==> src/rtl/lab5_et_core_oci_dct_packer.sv <==
// rtl/lab5_et_core_oci_dct_packer.sv - packs 2-bit DCT trace codes into 15-code frames with a one-deep output register.
// Optional dropped-code counter: define LAB5_ET_CORE_DCT_DROP_CNT_EN.
module lab5_et_core_oci_dct_packer (
  input  logic        clk,
  input  logic        reset_n,
  input  logic        trace_en,
  input  logic        dct_valid,
  input  logic [1:0]  dct_code,
  input  logic        flush,
  input  logic        frame_ready,
  input  logic        overflow_clr,
  output logic [29:0] dct_buffer,
  output logic [3:0]  dct_count,
  output logic        frame_valid,
  output logic [29:0] frame_data,
  output logic [3:0]  frame_count,
  output logic        overflow,
  output logic [7:0]  dropped_cnt
);

  logic        accept;
  logic [29:0] post_buf;
  logic [3:0]  post_cnt;
  logic        close;
  logic        load;
  logic        drop;

  // The accumulator is viewed "after" this cycle's event so a same-cycle flush includes it.
  always_comb begin
    accept   = trace_en & dct_valid & (dct_code != 2'b00);
    post_buf = accept ? {dct_buffer[27:0], dct_code} : dct_buffer;
    post_cnt = dct_count + {3'b000, accept};
    close    = trace_en & ((accept & (post_cnt == 4'd15)) | (flush & (post_cnt != 4'd0)));
    load     = close & (~frame_valid | frame_ready);
    drop     = close & ~load;
  end

  always_ff @(posedge clk or negedge reset_n) begin
    if (!reset_n) begin
      dct_buffer <= '0;
      dct_count  <= '0;
    end else if (!trace_en || close) begin
      dct_buffer <= '0;
      dct_count  <= '0;
    end else if (accept) begin
      dct_buffer <= post_buf;
      dct_count  <= post_cnt;
    end
  end

  // Payload only changes on a load, so it stays stable while the frame is stalled.
  always_ff @(posedge clk or negedge reset_n) begin
    if (!reset_n) begin
      frame_valid <= 1'b0;
      frame_data  <= '0;
      frame_count <= '0;
    end else if (load) begin
      frame_valid <= 1'b1;
      frame_data  <= post_buf;
      frame_count <= post_cnt;
    end else if (frame_valid && frame_ready) begin
      frame_valid <= 1'b0;
    end
  end

  always_ff @(posedge clk or negedge reset_n) begin
    if (!reset_n) begin
      overflow <= 1'b0;
    end else if (drop) begin
      overflow <= 1'b1;
    end else if (overflow_clr) begin
      overflow <= 1'b0;
    end
  end

`ifdef LAB5_ET_CORE_DCT_DROP_CNT_EN
  logic [7:0] cnt_base;
  logic [8:0] cnt_sum;

  // A clear in the same cycle as a drop restarts the count from this drop.
  always_comb begin
    cnt_base = overflow_clr ? 8'd0 : dropped_cnt;
    cnt_sum  = {1'b0, cnt_base} + {5'd0, post_cnt};
  end

  always_ff @(posedge clk or negedge reset_n) begin
    if (!reset_n) begin
      dropped_cnt <= '0;
    end else if (drop) begin
      dropped_cnt <= cnt_sum[8] ? 8'hFF : cnt_sum[7:0];
    end else if (overflow_clr) begin
      dropped_cnt <= '0;
    end
  end
`else
  assign dropped_cnt = 8'd0;
`endif

endmodule

==> config.mk <==
export PLATFORM = sky130hd
export DESIGN_NAME = lab5_et_core_oci_dct_packer
export DESIGN_NICKNAME = d
export VERILOG_FILES = /design/src/rtl/lab5_et_core_oci_dct_packer.sv
export SDC_FILE = /design/constraint.sdc
export NUM_CORES = 1
export LEC_CHECK = 0
export BUFFER_PORTS_ARGS = -buffer_cell sky130_fd_sc_hd__buf_2
export CAP_MARGIN = 5
export CORE_ASPECT_RATIO = 1.75
export CORE_MARGIN = 1
export CORE_UTILIZATION = 38
export DETAILED_ROUTE_END_ITERATION = 8
export PLACE_DENSITY = 0.62
export SYNTH_ARGS = -nofsm -noshare
export SYNTH_HDL_FRONTEND = slang
export SYNTH_SLANG_ARGS = --single-unit
==> constraint.sdc <==
create_clock -name clk -period 2.2 [get_ports clk]
set_clock_uncertainty 0.1 [all_clocks]
set_input_delay 0 -clock clk [delete_from_list [all_inputs] [get_ports clk]]
set_output_delay 0 -clock clk [all_outputs]
set_load 0.01 [all_outputs]
## Yosys cells after proc, flatten, opt, wreduce, memory -nomap -nowiden

Cells that the tools add are included.

| cells by class | value |
|---|---|
| add/subtract/negate cells | 1 |
| eq/ne operators | 1 |
| muxes and demuxes | 9 |
| bitwise logic cells | 11 |
| reductions and logical operators | 8 |

Operator list:

| kind | count |
|---|---|
| 30-bit two-way mux | 3 |
| 4-bit two-way mux | 2 |
| 2-bit nonzero test | 4 |
| 1-bit AND | 7 |
| 4-bit by 1-bit adder with 4-bit output | 1 |
| 4-bit == test (second input constant) | 1 |
| 1-bit two-way mux | 4 |
| 4-bit nonzero test | 1 |
| 1-bit NOT | 2 |
| 1-bit OR | 2 |
| 1-bit logical AND | 1 |
| 1-bit zero test | 1 |
| 1-bit logical OR | 1 |

| word-level totals | value |
|---|---|
| flip-flop bits (word level) | 70 |
| input bits | 9 |
| output and inout port bits | 78 |

## Longest topological paths before layout

| logic depth | value |
|---|---|
| word-level depth | 11 |
| mapped depth | 11 |

## Worst setup path after synthesis

OpenSTA, ideal clock, no wires.

| timing path | value |
|---|---|
| path type | input port to flip-flop |
| start | input dct_code[0] |
| end | register frame_data[20] |
| arrival time | 2.581 ns |
| required time | 1.975 ns |
| setup slack | -0.605 ns |
| stages | 11 |
| buffers on the path | 2 |
| cell sequence | o211ai_1 > inv_1 > clkbuf_1 > ha_1 > ha_1 > xor2_1 > and3_1 > nand3_2 > a211oi_4 > buf_6 > mux2_2 |

| on the way | value |
|---|---|
| longest elaborated chain between the ends | 8 |

Ends and longest elaborated chain:

| what | RTL line | source |
|---|---|---|
| start: declaration | 8 | `input logic [1:0] dct_code,` |
| 2-bit nonzero test (*) | 30 | `accept = trace_en & dct_valid & (dct_code != 2'b00);` |
| 1-bit AND (*) | 30 |  |
| 4-bit by 1-bit adder with 4-bit output | 32 | `post_cnt = dct_count + {3'b000, accept};` |
| 4-bit == test or 4-bit nonzero test (tied branches) | 33 | `close = trace_en & ((accept & (post_cnt == 4'd15)) \| (flush & (post_cnt != 4'd0)));` |
| 1-bit AND | 33 |  |
| 1-bit OR | 33 |  |
| 1-bit AND | 33 |  |
| 1-bit AND | 34 | `load = close & (~frame_valid \| frame_ready);` |
| end signal: assignment | 59 | `frame_data <= post_buf;` |
| end: declaration | 15 | `output logic [29:0] frame_data,` |

Every way passes the cells marked *; elsewhere a longest branch is shown, timed or not.
A chain may end at the register's enable or synchronous reset.

## Worst setup path in the final report

| timing path | value |
|---|---|
| start | register dct_count[0] |
| end | register frame_count[1] |

| on the way | value |
|---|---|
| longest elaborated chain between the ends | 6 |

Ends and longest elaborated chain:

| what | RTL line | source |
|---|---|---|
| start: declaration | 13 | `output logic [3:0] dct_count,` |
| start signal: assignment | 47 | `dct_count <= post_cnt;` |
| 4-bit by 1-bit adder with 4-bit output (*) | 32 |  |
| 4-bit == test or 4-bit nonzero test (tied branches) | 33 |  |
| 1-bit AND | 33 |  |
| 1-bit OR | 33 |  |
| 1-bit AND | 33 |  |
| 1-bit AND | 34 |  |
| end signal: assignment | 60 | `frame_count <= post_cnt;` |
| end: declaration | 16 | `output logic [3:0] frame_count,` |

Marked as above.

==> flow_metrics.py <==
metrics = {
    "floorplan": {
        "die_h_um": 120,
        "io_pins": 87,
        "core_area_sq_mm": 0.00762,
        "row_count": 42,
        "initial_core_util": 0.394,
        "dieArea_sq_mm": 0.00827,
        "die_w_um": 69.2,
    },
    "grt": {
        "overflow": 0,
        "grt_pass1_vias": 2430,
        "grt_pass1_wl_um": 12200,
        "grt_usage": 0.192,
        "antenna_found_initial": 0,
        "grt_start_max_net_pins": 43,
    },
    "worst_setup_path": {
        "critPathLaunchType": "register",
        "cpPeakStageDelay_ns": 0.43,
        "cpMostUsedCell": "ha_4",
        "critPathBufInv": 2,
        "worstPathCellList": "ha_4, ha_4, xor2_2, and3_4, nand3_4, a211oi_4, buf_6, buf_12, mux2_2",
        "crit_type": "reg2reg",
        "worstPathRequired_ns": 2.31,
        "r2r_start": "dct_count[0]$_DFFE_PN0P_",
        "rr_endpoint": "frame_count[1]$_DFFE_PN0P_",
        "crit_family": "flip-flops",
        "cp.arrival_ns": 2.46,
        "ff2ff_path_depth": 9,
        "worstSetupEndpointType": "register",
        "ff2ff_setup_slack_ns": -0.15,
        "cp_max_fo": 10,
        "cpMaxStageDelayCell": "dfrtp_1",
    },
    "synth": {
        "yosysUniqueCellTypes": 24,
        "yosysWarnings": 0,
        "ys_ff_latch": 70,
        "synth.top_cells.by_area": "dfrtp_1 58%, nand2_1 11%, mux2_2 11%",
        "yosysSeqAreaShare": 0.584,
        "yosysTopAreaCell": "dfrtp_1",
        "synth_top_area_share": 0.584,
        "synthCells": 270,
        "syn-mean-instance-area_sq_um": 11.1,
        "synth.cell_area_sq_mm": 0.00300,
    },
    "min_path": {
        "hold_path_depth": 5,
        "min_to": "frame_valid$_DFFE_PN0P_",
        "hp-start": "flush",
        "worstHoldPathType": "in2reg",
    },
    "place": {
        "dp_cells": 442,
        "place_hpwl_um": 4700,
        "io_buffers": 78,
        "place_congestion": 0.725,
        "post-place-ws_ns": -0.201,
    },
    "layout": {
        "fin_nets": 390,
        "syn_to_final_growth_pct": 42.0,
        "diodes": 0,
        "drive_above_1_share": 0.440,
        "fin_cells": 472,
    },
    "detailed_routing": {
        "routedWlPerCell_um": 16.5,
        "vias_per_cell": 4.86,
        "dr.pass1.iters": 5,
        "initialDrtViolationCount": 165,
        "drc": 0,
        "vias": 2296,
        "drtAntennaViolNets": 0,
        "drt_wl_total_um": 7770,
    },
    "sta": {
        "rsz0062_at_grt": "true",
        "hold_viol": 0,
        "finalCriticalPeriod_ns": 2.35,
        "final_max_slew_viol_count": 0,
        "post-route-period-util": 1.07,
        "max_slew.worst_pin.slew_ns": 0.715,
        "worst_hold_slack_ns": 0.142,
        "setup_viol": 43,
        "relSlewSlack": 0.523,
        "fmax_ghz": 0.425,
        "fin_ws_ns": -0.154,
    },
    "clock_tree": {
        "cts_tree": "done",
        "cts_buffer_depth": 2,
        "h-tree-depth": 3,
        "clkLatencyLatePin_ns": 0.33,
        "numCtsBuffers": 9,
        "cts_root_buf": "clkbuf_16",
        "cts.clk_slew.worst_paths_ns": 0.06,
        "cts_num_sinks": 70,
    },
    "run_status": {
        "violations": "negative setup slack",
        "status": "finished with violations",
    },
    "flow_run": {
        "drv_cap": 0,
    },
    "power": {
        "ir_drop_mv": 0.530,
        "p_leak_nw": 2.38,
        "powerDensity_mw_per_mm2": 689,
    },
}
==> cell usage in the layout (no fill, tap or decap), types with 2 or more instances in the layout <==
master / instances
dlygate4sd3_1: 6
mux2i_1: 2
clkbuf_8: 3
nor2b_2: 6
clkinv_2: 2
nor2b_1: 24
nor2_1: 4
mux2_4: 24
nand2_1: 87
dfrtp_1: 70
nand3_4: 2
inv_1: 4
mux2_2: 10
clkbuf_16: 11
buf_6: 5
buf_2: 78
xnor2_1: 2
buf_4: 14
ha_4: 2
buf_12: 4
conb_1: 8
==> power by group <==
group | internal [W] | switching [W]
Combinational | 0.000102 | 0.000132
Clock | 0.000852 | 0.000530
Sequential | 0.00131 | 0.0000102
==> cell type report <==
type	count	area [sq um]
Fill cell	673	3360
Inverter	4	15.0
Clock buffer	13	270
Multi-Input combinational cell	183	1310
Sequential cell	70	1750
Clock inverter	3	17.5
Timing Repair Buffer	111	785
Tap cell	88	110
==> worst register-to-register path, cell delays in order, from the launching register on <==
cell	delay [ns]
dfrtp_1	0.43
ha_4	0.19
ha_4	0.16
xor2_2	0.14
and3_4	0.21
nand3_4	0.08
a211oi_4	0.28
buf_6	0.16
buf_12	0.14
mux2_2	0.34
==> how the worst max path moves through the flow <==
stage | from | to | slack (ns) | cells after the start
floorplan | dct_code[1] | frame_data[20]$_DFFE_PN0P_ | -0.45 | 11
global placement | dct_code[1] | frame_data[18]$_DFFE_PN0P_ | -0.15 | 11
finish | dct_count[0]$_DFFE_PN0P_ | frame_count[1]$_DFFE_PN0P_ | -0.15 | 9
CTS | dct_count[0]$_DFFE_PN0P_ | frame_count[2]$_DFFE_PN0P_ | -0.13 | 9
global route | dct_count[0]$_DFFE_PN0P_ | frame_data[26]$_DFFE_PN0P_ | -0.25 | 9
detailed placement | dct_code[1] | frame_data[18]$_DFFE_PN0P_ | -0.20 | 11
==> cells in the mapped netlist <==
cell type,number
nand2_1,87
dfrtp_1,70
nor2b_1,30
mux2_2,28
clkbuf_1,9
buf_4,8
mux2_1,7
inv_1,4
nor2_1,4
buf_6,3
a21oi_1,2
ha_1,2
mux2i_1,2
nand3_1,2
xnor2_1,2
xor2_1,2
a211oi_4,1
a21o_1,1
a32o_1,1
and3_1,1
conb_1,1
nand3_2,1
o211ai_1,1
o41ai_2,1
==> per-stage QoR <==
step,util,power [W],TNS (ns),area (sq um)
CTS,0.537,0.00292,-3.64,4090
detailed placement,0.472,0.00151,-7.44,3600
floorplan,-,0.00144,-18.93,3070
global placement,0.472,0.00151,-5.30,3600
global route,0.559,0.00303,-10.95,4260
finish,0.559,0.00293,-4.09,4260
==> what timing repair did <==
action	in CTS	in global routing
pin swaps	4	0
setup endpoints to repair	68	68
resized for setup	22	27
endpoints found under the hold margin	34	0
cloned	1	3
setup buffers	4	0
hold buffers	6	0
==> metal layers <==
metal / track usage / share of wire / wire (um)
met1: 0.212 / 0.39 / 3020
met2: 0.338 / 0.55 / 4310
met3: 0.0311 / 0.030 / 232
met4: 0.121 / 0.027 / 212
met5: 0 / 0 / 0
==> registers in the layout, indices dropped and copies added, names as in the netlist <==
signal       count
frame_data      30
frame_count      4
overflow         1
dct_count        4
dct_buffer      30
frame_valid      1
==> cell families (layout without fill, tap and decap cells) <==
| kind of cell | Yosys count | count (layout) | synth area share |
|---|---|---|---|
| mux | 37 | 37 | 0.138 |
| fa+ha+maj | 2 | 2 | 0.00834 |
| compound gates | 7 | 7 | 0.0238 |
| xor+xnor | 4 | 4 | 0.0117 |
| simple gates | 125 | 125 | 0.185 |
| other cells | 1 | 8 | 0.00125 |
| flops | 70 | 70 | 0.584 |
| buf+inv | 24 | 131 | 0.0476 |
No activity file was read; power rests on OpenSTA's default activity.
